### config.mk
export PLATFORM = sky130hd
export DESIGN_NAME = multi_bus_sync
export DESIGN_NICKNAME = d
export VERILOG_FILES = /design/src/rtl/multi_bus_sync.sv
export SDC_FILE = /design/constraint.sdc
export NUM_CORES = 1
export LEC_CHECK = 0
export ABC_AREA = 1
export CAP_MARGIN = 10
export CELL_PAD_IN_SITES_DETAIL_PLACEMENT = 0
export CELL_PAD_IN_SITES_GLOBAL_PLACEMENT = 1
export CORE_ASPECT_RATIO = 1.1
export CORE_UTILIZATION = 39
export DETAILED_ROUTE_END_ITERATION = 8
export PLACE_DENSITY = 0.88
export SYNTH_ARGS = -nofsm -noshare
export SYNTH_HDL_FRONTEND = slang
export SYNTH_SLANG_ARGS = --single-unit
### constraint.sdc
create_clock -name i_clk_b -period 1.9 [get_ports i_clk_b]
set_clock_uncertainty 0.1 [all_clocks]
set_input_delay 0.19 -clock i_clk_b [delete_from_list [all_inputs] [get_ports i_clk_b]]
set_output_delay 0.19 -clock i_clk_b [all_outputs]
set_load 0.01 [all_outputs]
### src/rtl/multi_bus_sync.sv
// multi_bus_sync: retimes NUM_CH independent asynchronous buses into the
// i_clk_b domain. A channel's output only takes a new value after its
// retimed sample has been seen unchanged for STABLE_CNT comparisons.
// Valid/ready handshakes: none. o_update is a one-cycle strobe with no
// backpressure, and o_data_b is valid in every cycle.
module multi_bus_sync #(
  parameter int                   NUM_CH     = 4,
  parameter int                   BUS_WIDTH  = 8,
  parameter int                   NUM_RETIME = 2,
  parameter int                   STABLE_CNT = 1,
  parameter logic [BUS_WIDTH-1:0] RESET_VAL  = '0
) (
  input  logic                        i_clk_b,
  input  logic                        i_rst_b,
  input  logic [NUM_CH*BUS_WIDTH-1:0] i_data_a,
  input  logic [NUM_CH-1:0]           i_glitch_clr,
  output logic [NUM_CH*BUS_WIDTH-1:0] o_data_b,
  output logic [NUM_CH-1:0]           o_update,
  output logic [NUM_CH-1:0]           o_stable,
  output logic [NUM_CH-1:0]           o_glitch
);

  localparam int CW = $clog2(STABLE_CNT + 1);

  // The counter saturates at this value.
  localparam logic [CW-1:0] CNT_SAT = CW'(STABLE_CNT);
  localparam logic [CW-1:0] CNT_INC = CW'(1);

  // The update is armed when cnt >= STABLE_CNT-1. That comparison is written
  // as cnt+1 >= STABLE_CNT, one bit wider, so that it never underflows.
  localparam logic [CW:0] CNT_ARM = (CW + 1)'(STABLE_CNT);
  localparam logic [CW:0] ARM_INC = (CW + 1)'(1);

  for (genvar c = 0; c < NUM_CH; c++) begin : g_ch
    logic [BUS_WIDTH-1:0] sync_q [NUM_RETIME];
    logic [BUS_WIDTH-1:0] s;
    logic [BUS_WIDTH-1:0] prev_q;
    logic [BUS_WIDTH-1:0] data_q;
    logic [CW-1:0]        cnt_q;
    logic [CW-1:0]        cnt_d;
    logic [CW:0]          cnt_plus1;
    logic                 same;
    logic                 armed;
    logic                 load;
    logic                 glitch_set;
    logic                 upd_q;
    logic                 stb_q;
    logic                 glt_q;

    assign s          = sync_q[NUM_RETIME-1];
    assign same       = (s == prev_q);
    assign cnt_plus1  = {1'b0, cnt_q} + ARM_INC;
    assign armed      = (cnt_plus1 >= CNT_ARM);
    assign load       = same && armed && (s != data_q);
    // A change seen while the count is part-way up is a glitch. A change seen
    // after saturation is a legitimate new value, so it is not flagged.
    assign glitch_set = !same && (cnt_q != '0) && (cnt_q != CNT_SAT);

    // Next value of the stability counter: restart on change, otherwise count up to saturation.
    always_comb begin
      cnt_d = cnt_q;
      if (!same) begin
        cnt_d = '0;
      end else if (cnt_q != CNT_SAT) begin
        cnt_d = cnt_q + CNT_INC;
      end
    end

    // Retime chain, sample history, qualification and the registered status flags.
    always_ff @(posedge i_clk_b) begin
      if (i_rst_b) begin
        for (int i = 0; i < NUM_RETIME; i++) begin
          sync_q[i] <= RESET_VAL;
        end
        prev_q <= RESET_VAL;
        data_q <= RESET_VAL;
        cnt_q  <= '0;
        upd_q  <= 1'b0;
        stb_q  <= 1'b0;
        glt_q  <= 1'b0;
      end else begin
        sync_q[0] <= i_data_a[c*BUS_WIDTH +: BUS_WIDTH];
        for (int i = 1; i < NUM_RETIME; i++) begin
          sync_q[i] <= sync_q[i-1];
        end
        prev_q <= s;
        cnt_q  <= cnt_d;
        stb_q  <= (cnt_d == CNT_SAT);
        upd_q  <= load;
        if (load) begin
          data_q <= s;
        end
        // A glitch that sets in the same cycle as a clear wins over the clear.
        if (glitch_set) begin
          glt_q <= 1'b1;
        end else if (i_glitch_clr[c]) begin
          glt_q <= 1'b0;
        end
      end
    end

    assign o_data_b[c*BUS_WIDTH +: BUS_WIDTH] = data_q;
    assign o_update[c] = upd_q;
    assign o_stable[c] = stb_q;
    assign o_glitch[c] = glt_q;
  end

endmodule

# Word level (Yosys, flattened, before mapping)

Memory sizes are Yosys's and may differ from the RTL's.
Cells that the tools add are included.

Bits in registers: 76
RAM bits: 64
Memories: 4
Output and inout bits: 44

Magnitude comparators: 4
Muxes and demuxes: 23
$add $sub $neg: 8
Bitwise gates (word level): 16
Reductions and logical operators: 28
Eq/ne operators: 8

Memory list:

| name           | words | width | read ports | clocked after memory_dff | wr ports | line | text |
|---|---|---|---|---|---|---|---|
| g_ch[0].sync_q | 2     | 8     | 2          | 0                        | 2        | 35   | `logic [BUS_WIDTH-1:0] sync_q [NUM_RETIME];` |
| g_ch[1].sync_q | 2     | 8     | 2          | 0                        | 2        | 35   |  |
| g_ch[2].sync_q | 2     | 8     | 2          | 0                        | 2        | 35   |  |
| g_ch[3].sync_q | 2     | 8     | 2          | 0                        | 2        | 35   |  |

Operator list:

| operator                                                              | count |
|---|---|
| 8-bit two-way mux                                                     | 8 |
| 8-bit equality test                                                   | 4 |
| 8-bit != test                                                         | 4 |
| 1-bit logical AND                                                     | 16 |
| 1-bit two-way mux                                                     | 15 |
| 1-bit by 1-bit adder with 2-bit output, second input constant         | 4 |
| 2-bit by 1-bit >= comparator with 1-bit output, second input constant | 4 |
| 1-bit inverter                                                        | 8 |
| 1-bit bitwise OR                                                      | 8 |
| 2-bit nonzero test                                                    | 4 |
| 2-bit OR reduction                                                    | 4 |
| 1-bit adder, second input constant                                    | 4 |
| 1-bit logical NOT                                                     | 4 |

# Depth between registers and ports, before layout

Word-level depth: 5
Mapped depth: 10

# Worst setup path before layout

Ideal clock, no wire load.

Path kind: register to register
From: register g_ch[1].data_q[7]
To: register g_ch[1].data_q[6]
Period minus slack after synthesis: 1.391 ns
Path buffers: 1
Cell stages (with the launch flop): 8
Slack: 0.509 ns
Arrival time: 1.177 ns
Cell sequence: dfxtp_1 -> xnor2_1 -> nand2_1 -> nor2_1 -> nand2_2 -> buf_4 -> a21oi_2 -> nor2_2

Word-level cells in the longest chain between the ends: 2

RTL lines:

| what                   | line | text |
|---|---|---|
| start, declared        | 38   | `logic [BUS_WIDTH-1:0] data_q;` |
| start signal, assigned | 91   | `data_q <= s;` |
| 8-bit != test          | 54   | `assign load = same && armed && (s != data_q);` |
| 1-bit logical AND      | 54   |  |

Every way passes these cells.
A chain may end at the register's enable or synchronous reset.

# Worst setup path in the final report

From: register g_ch[2].data_q[7]
To: output o_data_b[23]

RTL lines:

| what                   | line | text |
|---|---|---|
| start, declared        | 38   |  |
| start signal, assigned | 91   |  |
| end, declared          | 17   | `output logic [NUM_CH*BUS_WIDTH-1:0] o_data_b,` |

No word-level cell between the ends.

==> results.txt <==
The flow ran to the end, and the final reports show no timing, DRC or antenna violations. The worst setup slack for register-to-register paths is 0.31 ns. The via count of the first global-routing pass came out at 3982. The number of cell rows is 46. Leaving out fill and tap cells, the most frequent cells in the layout are nand2_1, nor2_1, dfxtp_1.

The number of cells produced by synthesis came out at 789. The I/O pin count came out at 82. The root buffer cell is clkbuf_16. After global routing the overflow that remains totals 0. The buffer and inverter count on the worst path is 1. The required time at the worst-slack endpoint is 1.61 ns.

The clock-pin transition on the worst setup and hold timing paths came out at 0.06 ns. The number of maximum-capacitance constraint violations is 0. The total area of multi-input combinational cells came out at 2200 sq um.

The initial core utilization is 40.2%. The number of max-slew violations in the final report is 0. Setup violations remaining at the end of the flow were counted as 0. The detailed router finished its first iteration with 140 violations. Entering global routing, the biggest net connects 61 pins.

The y dimension of the die is 130 um. The number of filler instances in the final layout is 1443. The global placement routability congestion is 0.745. The leading cell type in the layout, fill and taps excluded is nand2_1. The number of antenna violations at the first check in global routing came out at 0. The worst-skew pair later-pin latency is 0.42 ns. The detailed-route wire length per cell came out at 9.54 um. The detail route stage leaves a number of antenna-violating nets equal to 0. The longest clock path from root to sink contains 2 buffers. The fmax is 595 MHz. Summed over all cells, the static leakage comes to 3.31 nW. The final worst-path cycle share came out at 88.4%. After detailed routing, the number of vias per cell comes to 4.16.

For this design, the slowest cell found on the critical path is clkdlybuf4s50_1. Buffers inserted during clock tree synthesis total 17. Of the synthesized area, sequential elements account for 48.1%. Buffers placed on the I/O ports in this run total 81.

The stage delay of the slowest cell on the critical path is 0.57 ns. Measured along the x axis, the die boundary spans 119 um. The net total in the final layout is 897. The number of buffers added for setup after CTS is 0.

The classification of the worst setup path is flip-flop to primary output. The minimum clock period is 1.68 ns. The fraction of synthesis flops using an asynchronous set or reset pin is 0%. The core region is 14500 sq um. The family with the most delay on the worst path is buffers and inverters. The fraction of final layout cells with drive strength greater than 1 came out at 15.0%.

The register area came out at 2800 sq um. The H-tree depth came out at 4. The final hold violation count came out at 0. The wire length reported by the detailed router is 10200 um. The net count after synthesis is 827. The setup slack at placement is 0.344 ns. The die outline area came out at 15400 sq um.

TritonCTS built the clock tree. After detailed routing, the number of remaining DRC violations is 0. In this run, synthesis produced a sequential element count of 140. The number of synthesized flops with an enable pin is 0. The count of cell types in the netlist came out at 22. The relative slew slack came out at 68.5%.

The kind of start point of the critical path is a flip-flop. The number of instances in the placed design came out at 1031. The global-route wire length before repair came out at 17500 um. Across the VDD grid, the largest voltage drop is 0.470 mV. The summed instance area of the synthesized netlist came out at 5830 sq um. The filler-free cell count of the finished design came out at 1064. The post-route total power came out at 7.86 mW.

From synthesis to final layout, the design area changed by 24.6%. The final setup slack of the worst path came out at 0.220 ns. Power spread over the standard cell area amounts to 1080 nW/um^2. The transition time at the pin with the least slew margin came out at 0.472 ns.

The largest fanout on the critical path is 3. Summed over all failing endpoints, the final setup total negative slack is 0 ns. A synthesized cell averages 7.39 sq um. The prevailing post-synth register cell is dfxtp_1.

The tree built by TritonCTS fans out to 140 sinks. The critical path capture point type is a primary output. Yosys printed 0 warnings. Global routing used 14.3% of the available tracks across all layers. Before antenna repair, the detailed router went through 5 iterations. The routed layout has 4423 vias. The critical path goes through clkdlybuf4s50_1. The data arrival time of the worst path came out at 1.39 ns. Setup repair after global routing left no endpoint under its margin. The count of inserted antenna diode cells came out at 0.

The half-perimeter wire length after detailed placement is 6630 um. In this run the worst hold path is classified as primary input to flip-flop.
cells in the mapped netlist (4+ instances only):
cell type,instances,area share [%]
a21oi_2,32,4.8
buf_4,14,1.8
clkbuf_1,13,0.84
dfxtp_1,140,48
inv_1,124,8.0
inv_2,25,1.6
nand2_1,202,13
nand2_2,17,1.8
nand3_1,29,2.5
nor2_1,146,9.4
nor2_2,7,0.75
nor2_4,4,0.77
nor2_8,4,1.4
nor3_1,4,0.34
xnor2_1,12,1.8
repair_timing:
action	4_1_cts	5_1_grt
endpoints found under the hold margin	11	0
gates resized for setup	0	0
hold buffers	1	0
power by group:
| group | leakage, nW | switching [mW] | internal [mW] | total [mW] |
|---|---|---|---|---|
| logic | 1.88 | 0.724 | 0.615 | 1.34 |
| registers | 1.15 | 0.165 | 3.14 | 3.30 |
| clock network | 0.284 | 1.21 | 2.00 | 3.22 |
per-layer routing:
metal	global-route usage, %	routed length, um	vias up
met5	0	0	-
met4	6.55	204	0
met3	4.72	382	13
met2	24.3	4740	69
met1	16.6	4830	1911
li1	-	-	2430
sequential cells by signal, indices dropped and copies added, names as in the netlist:
signal and flops:
g_ch.data_q 32, g_ch.upd_q 4, g_ch.glt_q 4, g_ch.stb_q 4, g_ch.prev_q 32, g_ch.sync_q 64
layout make-up:
cell class,instances,area share [%]
Inverter,149,7.71
Clock inverter,9,1.15
Timing Repair Buffer,86,11.9
Tap cell,192,3.31
Clock buffer,23,7.00
Multi-Input combinational cell,465,30.4
Sequential cell,140,38.6
worst paths after layout:
check | startpoint | end | cells past startpoint
worst max-delay path | g_ch[2].data_q[7] | o_data_b[23] | 1
worst min-delay path | i_data_a[11] | g_ch[1].sync_q[0][3] | 3
worst max register to register | g_ch[3].sync_q[0][13] | g_ch[3].data_q[5] | 9
worst min register to register | g_ch[0].sync_q[0][1] | g_ch[0].sync_q[0][9] | 2
metrics by stage:
step | utilization, % | cell area, sq um | hold slack [ns]
2_1_floorplan | - | 5830 | 0.162
3_5_place_dp | 45.9 | 6660 | 0.292
5_1_grt | 50.0 | 7260 | 0.176
6_report | 50.0 | 7260 | 0.181
4_1_cts | 50.0 | 7260 | 0.162
3_3_place_gp | 45.9 | 6660 | 0.289
cells by family (layout without fill, tap and decap cells):
logic type / after synthesis / count (layout) / synth area share, %
AO/OA/AOI/OAI: 32 / 32 / 4.81
XOR/XNOR: 12 / 12 / 1.80
buffers and inverters: 184 / 267 / 14.1
flip-flops: 140 / 140 / 48.1
AND/OR/NAND/NOR: 421 / 421 / 31.2
No activity file was read; power rests on OpenSTA's default activity.
